===== src/rtl/sdu_run_ctrl.sv =====
// Run-control and breakpoint unit for one CPU core on the serial debug path.
// Replaces free-running CPU clocking with a clock enable, executes host
// commands (halt, run, N-step, breakpoint set/clear) and stops the CPU when
// the PC of the instruction about to execute matches an enabled breakpoint.
//
// Ports:
//   clk_i, rst_i           single clock, synchronous active-high reset
//   cmd_valid_i/ready_o    host command handshake (ready is low only in reset)
//   cmd_op_i               0 NOP, 1 HALT, 2 RUN, 3 STEP, 4 SET_BP, 5 CLR_BP,
//                          6 CLR_ALL, 7 reserved (NOP)
//   cmd_idx_i/addr_i/cnt_i breakpoint index, breakpoint address, step count
//   pc_chk_i               PC of the instruction about to execute
//   cpu_ce_o               combinational CPU clock enable
//   debug_o                registered, 1 while halted (selects clk_ld)
//   halt_cause_o           0 reset, 1 host HALT, 2 breakpoint, 3 step done
//   hit_idx_o              index of the last breakpoint hit
//   steps_left_o           remaining steps in STEP mode
//   ev_halt_o              one-cycle pulse on entry to halt
//   ce_count_o             free-running count of issued clock enables
module sdu_run_ctrl #(
    parameter int unsigned NUM_BP = 4,
    parameter int unsigned ADDR_W = 32,
    parameter int unsigned CNT_W  = 16,
    parameter int unsigned IDX_W  = (NUM_BP > 1) ? $clog2(NUM_BP) : 1
) (
    input  logic              clk_i,
    input  logic              rst_i,
    input  logic              cmd_valid_i,
    output logic              cmd_ready_o,
    input  logic [2:0]        cmd_op_i,
    input  logic [IDX_W-1:0]  cmd_idx_i,
    input  logic [ADDR_W-1:0] cmd_addr_i,
    input  logic [CNT_W-1:0]  cmd_cnt_i,
    input  logic [ADDR_W-1:0] pc_chk_i,
    output logic              cpu_ce_o,
    output logic              debug_o,
    output logic [1:0]        halt_cause_o,
    output logic [IDX_W-1:0]  hit_idx_o,
    output logic [CNT_W-1:0]  steps_left_o,
    output logic              ev_halt_o,
    output logic [31:0]       ce_count_o
);

    typedef enum logic [1:0] {StHalt, StRun, StStep} state_e;

    localparam logic [2:0] OpHalt   = 3'd1;
    localparam logic [2:0] OpRun    = 3'd2;
    localparam logic [2:0] OpStep   = 3'd3;
    localparam logic [2:0] OpSetBp  = 3'd4;
    localparam logic [2:0] OpClrBp  = 3'd5;
    localparam logic [2:0] OpClrAll = 3'd6;

    localparam logic [1:0] CauseHost = 2'd1;
    localparam logic [1:0] CauseBp   = 2'd2;
    localparam logic [1:0] CauseStep = 2'd3;

    state_e              state_q, state_d;
    logic [NUM_BP-1:0]   bp_en_q, bp_en_d;
    logic [ADDR_W-1:0]   bp_addr_q [NUM_BP];
    logic [ADDR_W-1:0]   bp_addr_d [NUM_BP];
    logic                skip_bp_q, skip_bp_d;
    logic                debug_q, debug_d;
    logic [1:0]          cause_q, cause_d;
    logic [IDX_W-1:0]    hit_idx_q, hit_idx_d;
    logic [CNT_W-1:0]    steps_q, steps_d;
    logic                ev_halt_q, ev_halt_d;
    logic [31:0]         ce_cnt_q, ce_cnt_d;

    logic                cmd_acc;
    logic                halt_acc;
    logic                hit;
    logic [IDX_W-1:0]    hit_sel;
    logic                bp_stop;
    logic                ce;

    assign cmd_ready_o = ~rst_i;
    assign cmd_acc     = cmd_valid_i & cmd_ready_o;
    assign halt_acc    = cmd_acc && (cmd_op_i == OpHalt);

    // Scan from the top down so the lowest matching index is the one kept.
    always_comb begin
        hit     = 1'b0;
        hit_sel = '0;
        for (int i = int'(NUM_BP) - 1; i >= 0; i--) begin
            if (bp_en_q[i] && (bp_addr_q[i] == pc_chk_i)) begin
                hit     = 1'b1;
                hit_sel = IDX_W'(i);
            end
        end
    end

    // skip_bp lets the CPU resume from the PC it was stopped on.
    assign bp_stop = hit & ~skip_bp_q;
    assign ce      = (state_q != StHalt) & ~bp_stop & ~halt_acc;

    always_comb begin
        state_d   = state_q;
        skip_bp_d = skip_bp_q;
        cause_d   = cause_q;
        hit_idx_d = hit_idx_q;
        steps_d   = steps_q;

        if (ce) begin
            skip_bp_d = 1'b0;
        end

        case (state_q)
            StHalt: begin
                if (cmd_acc && (cmd_op_i == OpRun)) begin
                    state_d   = StRun;
                    skip_bp_d = 1'b1;
                end else if (cmd_acc && (cmd_op_i == OpStep)) begin
                    state_d   = StStep;
                    skip_bp_d = 1'b1;
                    steps_d   = (cmd_cnt_i == '0) ? CNT_W'(1) : cmd_cnt_i;
                end
            end
            StRun, StStep: begin
                // Priority: host HALT, then breakpoint, then step exhaustion.
                if (halt_acc) begin
                    state_d = StHalt;
                    cause_d = CauseHost;
                end else if (bp_stop) begin
                    state_d   = StHalt;
                    cause_d   = CauseBp;
                    hit_idx_d = hit_sel;
                end else if ((state_q == StStep) && ce) begin
                    steps_d = steps_q - CNT_W'(1);
                    if (steps_q == CNT_W'(1)) begin
                        state_d = StHalt;
                        cause_d = CauseStep;
                    end
                end
            end
            default: state_d = StHalt;
        endcase

        ev_halt_d = (state_q != StHalt) && (state_d == StHalt);
        debug_d   = (state_d == StHalt);
        ce_cnt_d  = ce_cnt_q + 32'(ce);
    end

    // Breakpoint register file; an index with no matching slot changes nothing.
    always_comb begin
        bp_en_d   = bp_en_q;
        bp_addr_d = bp_addr_q;
        if (cmd_acc) begin
            for (int i = 0; i < int'(NUM_BP); i++) begin
                if (32'(cmd_idx_i) == 32'(i)) begin
                    if (cmd_op_i == OpSetBp) begin
                        bp_en_d[i]   = 1'b1;
                        bp_addr_d[i] = cmd_addr_i;
                    end else if (cmd_op_i == OpClrBp) begin
                        bp_en_d[i] = 1'b0;
                    end
                end
            end
            if (cmd_op_i == OpClrAll) begin
                bp_en_d = '0;
            end
        end
    end

    always_ff @(posedge clk_i) begin
        if (rst_i) begin
            state_q   <= StHalt;
            bp_en_q   <= '0;
            for (int i = 0; i < int'(NUM_BP); i++) begin
                bp_addr_q[i] <= '0;
            end
            skip_bp_q <= 1'b0;
            debug_q   <= 1'b1;
            cause_q   <= 2'd0;
            hit_idx_q <= '0;
            steps_q   <= '0;
            ev_halt_q <= 1'b0;
            ce_cnt_q  <= '0;
        end else begin
            state_q   <= state_d;
            bp_en_q   <= bp_en_d;
            bp_addr_q <= bp_addr_d;
            skip_bp_q <= skip_bp_d;
            debug_q   <= debug_d;
            cause_q   <= cause_d;
            hit_idx_q <= hit_idx_d;
            steps_q   <= steps_d;
            ev_halt_q <= ev_halt_d;
            ce_cnt_q  <= ce_cnt_d;
        end
    end

    assign cpu_ce_o     = ce;
    assign debug_o      = debug_q;
    assign halt_cause_o = cause_q;
    assign hit_idx_o    = hit_idx_q;
    assign steps_left_o = steps_q;
    assign ev_halt_o    = ev_halt_q;
    assign ce_count_o   = ce_cnt_q;

endmodule


===== config.mk =====
export PLATFORM = sky130hd
export DESIGN_NAME = sdu_run_ctrl
export DESIGN_NICKNAME = d
export VERILOG_FILES = /design/src/rtl/sdu_run_ctrl.sv
export SDC_FILE = /design/constraint.sdc
export NUM_CORES = 1
export LEC_CHECK = 0
export CELL_PAD_IN_SITES_DETAIL_PLACEMENT = 1
export CELL_PAD_IN_SITES_GLOBAL_PLACEMENT = 2
export CORE_MARGIN = 3
export CORE_UTILIZATION = 35
export CTS_BUF_LIST = sky130_fd_sc_hd__clkbuf_2
export DETAILED_ROUTE_END_ITERATION = 6
export GPL_TIMING_DRIVEN = 0
export PLACE_DENSITY = 0.94
export SYNTH_ARGS = -nofsm -noshare
export SYNTH_HDL_FRONTEND = slang
export SYNTH_SLANG_ARGS = --single-unit

===== constraint.sdc =====
create_clock -name clk_i -period 12.5 [get_ports clk_i]
set_input_delay 3.75 -clock clk_i [delete_from_list [all_inputs] [get_ports clk_i]]
set_output_delay 3.75 -clock clk_i [all_outputs]
set_load 0.01 [all_outputs]

==> flow_summary.json <==
{
  "status": "completed",
  "maxCapViolations": 0,
  "drc_errors": 0,
  "dp_slack_ns": 1.67,
  "maxSlewViolCount": 0,
  "dieHeight_um": 167,
  "wl_per_cell_um": 20.2,
  "relSlewSlack_pct": 47.8,
  "core-area_mm2": 0.0253,
  "synth-edff-count": 0,
  "grt-ovfl-total": 0,
  "crit_arrival_ns": 7.11,
  "placement.io_buffers": 141,
  "cp_cell_sequence": "clkdlybuf4s50_1 -> xor2_1 -> nor4_1 -> nand4_1 -> or4_1 -> a41oi_4 -> buf_6 -> nor3_1 -> clkdlybuf4s50_1",
  "cts_resized": 0,
  "cts_tree": "built",
  "yosysSeqAreaShare_pct": 41.9,
  "max_freq_mhz": 92.1,
  "synth-seq-cells": 189,
  "finalCriticalPeriod_ns": 10.86,
  "ant_nets": 0,
  "drive_gt1_share_pct": 3.83,
  "crit_start": "pc_chk_i[26]",
  "power_density_mw_per_mm2": 98.2,
  "critPathLaunchType": "primary input",
  "hold_buffers": 0,
  "cp_num_buf_inv": 3,
  "grt_pass1_vias": 8762,
  "endpoint_kind": "output pin",
  "setup-tns-final_ns": 0,
  "initial_core_util_pct": 35.8,
  "worstHoldPathType": "flip-flop to flip-flop",
  "drt_iter0_drc": 612,
  "tightest_slew_ns": 0.784,
  "synth.distinct_cells": 56,
  "synth.cell_area_mm2": 0.00903,
  "clock-root-buffer": "clkbuf_2",
  "vias": 8697,
  "wirelength_um": 33100,
  "grt_max_degree": 20,
  "cts_htree_levels": 4,
  "ys_warn_count": 0,
  "critical_path.top_delay_family": "simple AND/OR/NAND/NOR gates",
  "die-width_um": 167,
  "numClockSinks": 189,
  "slowest_delay_ns": 0.67,
  "clk-insertion-delay-late_ns": 0.81,
  "slowest_stage": "or4_1",
  "syn_inst": 1134,
  "clk_pin_slew_worst_paths_ns": 0.33,
  "die-area_mm2": 0.0278,
  "synthArstFlopShare_pct": 0,
  "dpl.hpwl_um": 25200,
  "hp-start": "hit_idx_o[0]",
  "ios": 144,
  "total_power_mw": 1.09,
  "synth_flop_cell": "dfxtp_1",
  "rsz0062_at_grt": "no",
  "track_usage_pct": 23.4,
  "cp.required_ns": 8.75,
  "ir_drop_mv": 0.0506,
  "reg2reg_from": "bp_addr_q[15]",
  "syn-num-nets": 1229,
  "first_pass_iters": 5,
  "p_leak_nw": 3.93,
  "worstSetupPathType": "primary input to output pin",
  "setup_slack_ns": 1.64,
  "rows": 58,
  "setup_viol": 0,
  "cts_buffers": 17,
  "syn2layout_area_growth_pct": 23.4,
  "cts_setup_buffers": 0,
  "skew_ns": 0.0529,
  "grt_pass1_wl_um": 51300,
  "cp_max_fo": 10,
  "via_per_inst": 5.31,
  "cp_common_cell": "clkdlybuf4s50_1",
  "hold-worst-slack_ns": 0.481,
  "gp_congestion": 0.924,
  "finalHoldViolCount": 0,
  "antenna_found_initial": 2,
  "period_share_pct": 86.8,
  "cts_buffer_depth": 2,
  "final_nets": 1389,
  "synth.avg_cell_area_um2": 7.96
}
-- state kept, by name, summed over array words and instances, names as in the netlist --
name          count
state_q           2
halt_cause_o      2
hit_idx_o         2
bp_addr_q       128
ev_halt_o         1
bp_en_q           4
steps_left_o     16
skip_bp_q         1
ce_count_o       32
debug_o           1
-- synthesized netlist by cell type (6+ instances only) --
cell type	instances	area, um2
or3_1	10	62.6
xnor2_1	30	263
nor2b_1	6	37.5
nand2_1	300	1130
nand4_1	15	93.8
and3_1	11	68.8
a21oi_1	155	776
inv_1	15	56.3
o32ai_1	11	96.3
nand3_1	19	95.1
nor3_1	18	90.1
nor2_1	47	176
xor2_1	124	1090
ha_1	7	87.6
a211oi_1	12	90.1
o21ai_1	8	40.0
nor4_1	31	194
clkbuf_1	59	221
dfxtp_1	189	3780
-- worst min-delay path, delay by kind of cell (launching register included) --
kind | cells | cell delay (ns)
flip-flops | 1 | 0.39
multiplexers | 1 | 0.05
AND/OR/NAND/NOR | 1 | 0.05
-- kinds of logic (layout without fill, tap and decap cells) --
logic type / after synthesis / in the layout / share of synthesized area, %
AOI/OAI and AO/OA: 216 / 216 / 14.3
buffers and inverters: 82 / 255 / 3.67
other: 0 / 1 / 0
xor gates and xnor gates: 154 / 154 / 14.9
DFF: 189 / 189 / 41.9
adders and majority gates: 7 / 7 / 0.970
muxes: 7 / 7 / 0.818
and+or+nand+nor: 479 / 479 / 23.4
-- final timing paths --
kind	depth (start not counted)	slack, ns	to
worst max-delay path	9	1.64	cpu_ce_o
worst min-delay path	2	0.48	hit_idx_o[0]
worst max register to register	16	8.15	ce_count_o[30]
worst min register to register	2	0.48	hit_idx_o[0]
-- layout make-up --
cell class | instances | area, um2
Antenna cell | 1 | 2.50
Buffer | 63 | 260
Clock buffer | 17 | 85.1
Clock inverter | 15 | 200
Fill cell | 3107 | 14100
Inverter | 19 | 71.3
Multi-Input combinational cell | 863 | 4910
Sequential cell | 189 | 3780
Tap cell | 330 | 413
Timing Repair Buffer | 141 | 1410
-- metrics by stage --
step | cell area (um2) | cells | utilization [%]
after CTS | 11100 | 1637 | 44.1
after global placement | 10900 | 1605 | 43.0
final | 11100 | 1638 | 44.1
after floorplan | 9030 | 1134 | -
after global routing | 11100 | 1638 | 44.1
after detailed placement | 10900 | 1605 | 43.0
-- cells in the final DEF (no fill, tap or decap), types with 15 or more instances in the layout --
master,netlist,final
inv_1,15,15
clkbuf_1,59,59
nor2_1,47,47
nand4_1,15,15
nand3_1,19,19
clkbuf_2,0,17
nand2_1,300,300
nor3_1,18,18
nor4_1,31,31
xor2_1,124,124
xnor2_1,30,30
a21oi_1,155,155
clkdlybuf4s50_1,0,141
dfxtp_1,189,189
-- routing by layer --
| metal | up-vias | routed length, um | track usage (%) | part of all wire [%] |
|---|---|---|---|---|
| li1 | 4155 | - | - | - |
| met1 | 4268 | 15300 | 32.6 | 46 |
| met2 | 238 | 15400 | 38.3 | 47 |
| met3 | 34 | 1850 | 4.46 | 5.6 |
| met4 | 2 | 445 | 4.66 | 1.3 |
| met5 | - | 11 | 0 | 0.033 |
-- report_power, final --
part | switching, mW | leakage (nW) | internal (mW)
logic | 0.0741 | 2.24 | 0.0479
clock network | 0.254 | 0.165 | 0.106
registers | 0.00271 | 1.52 | 0.609
total | 0.331 | 3.93 | 0.763
No activity file was read; power rests on OpenSTA's default activity.
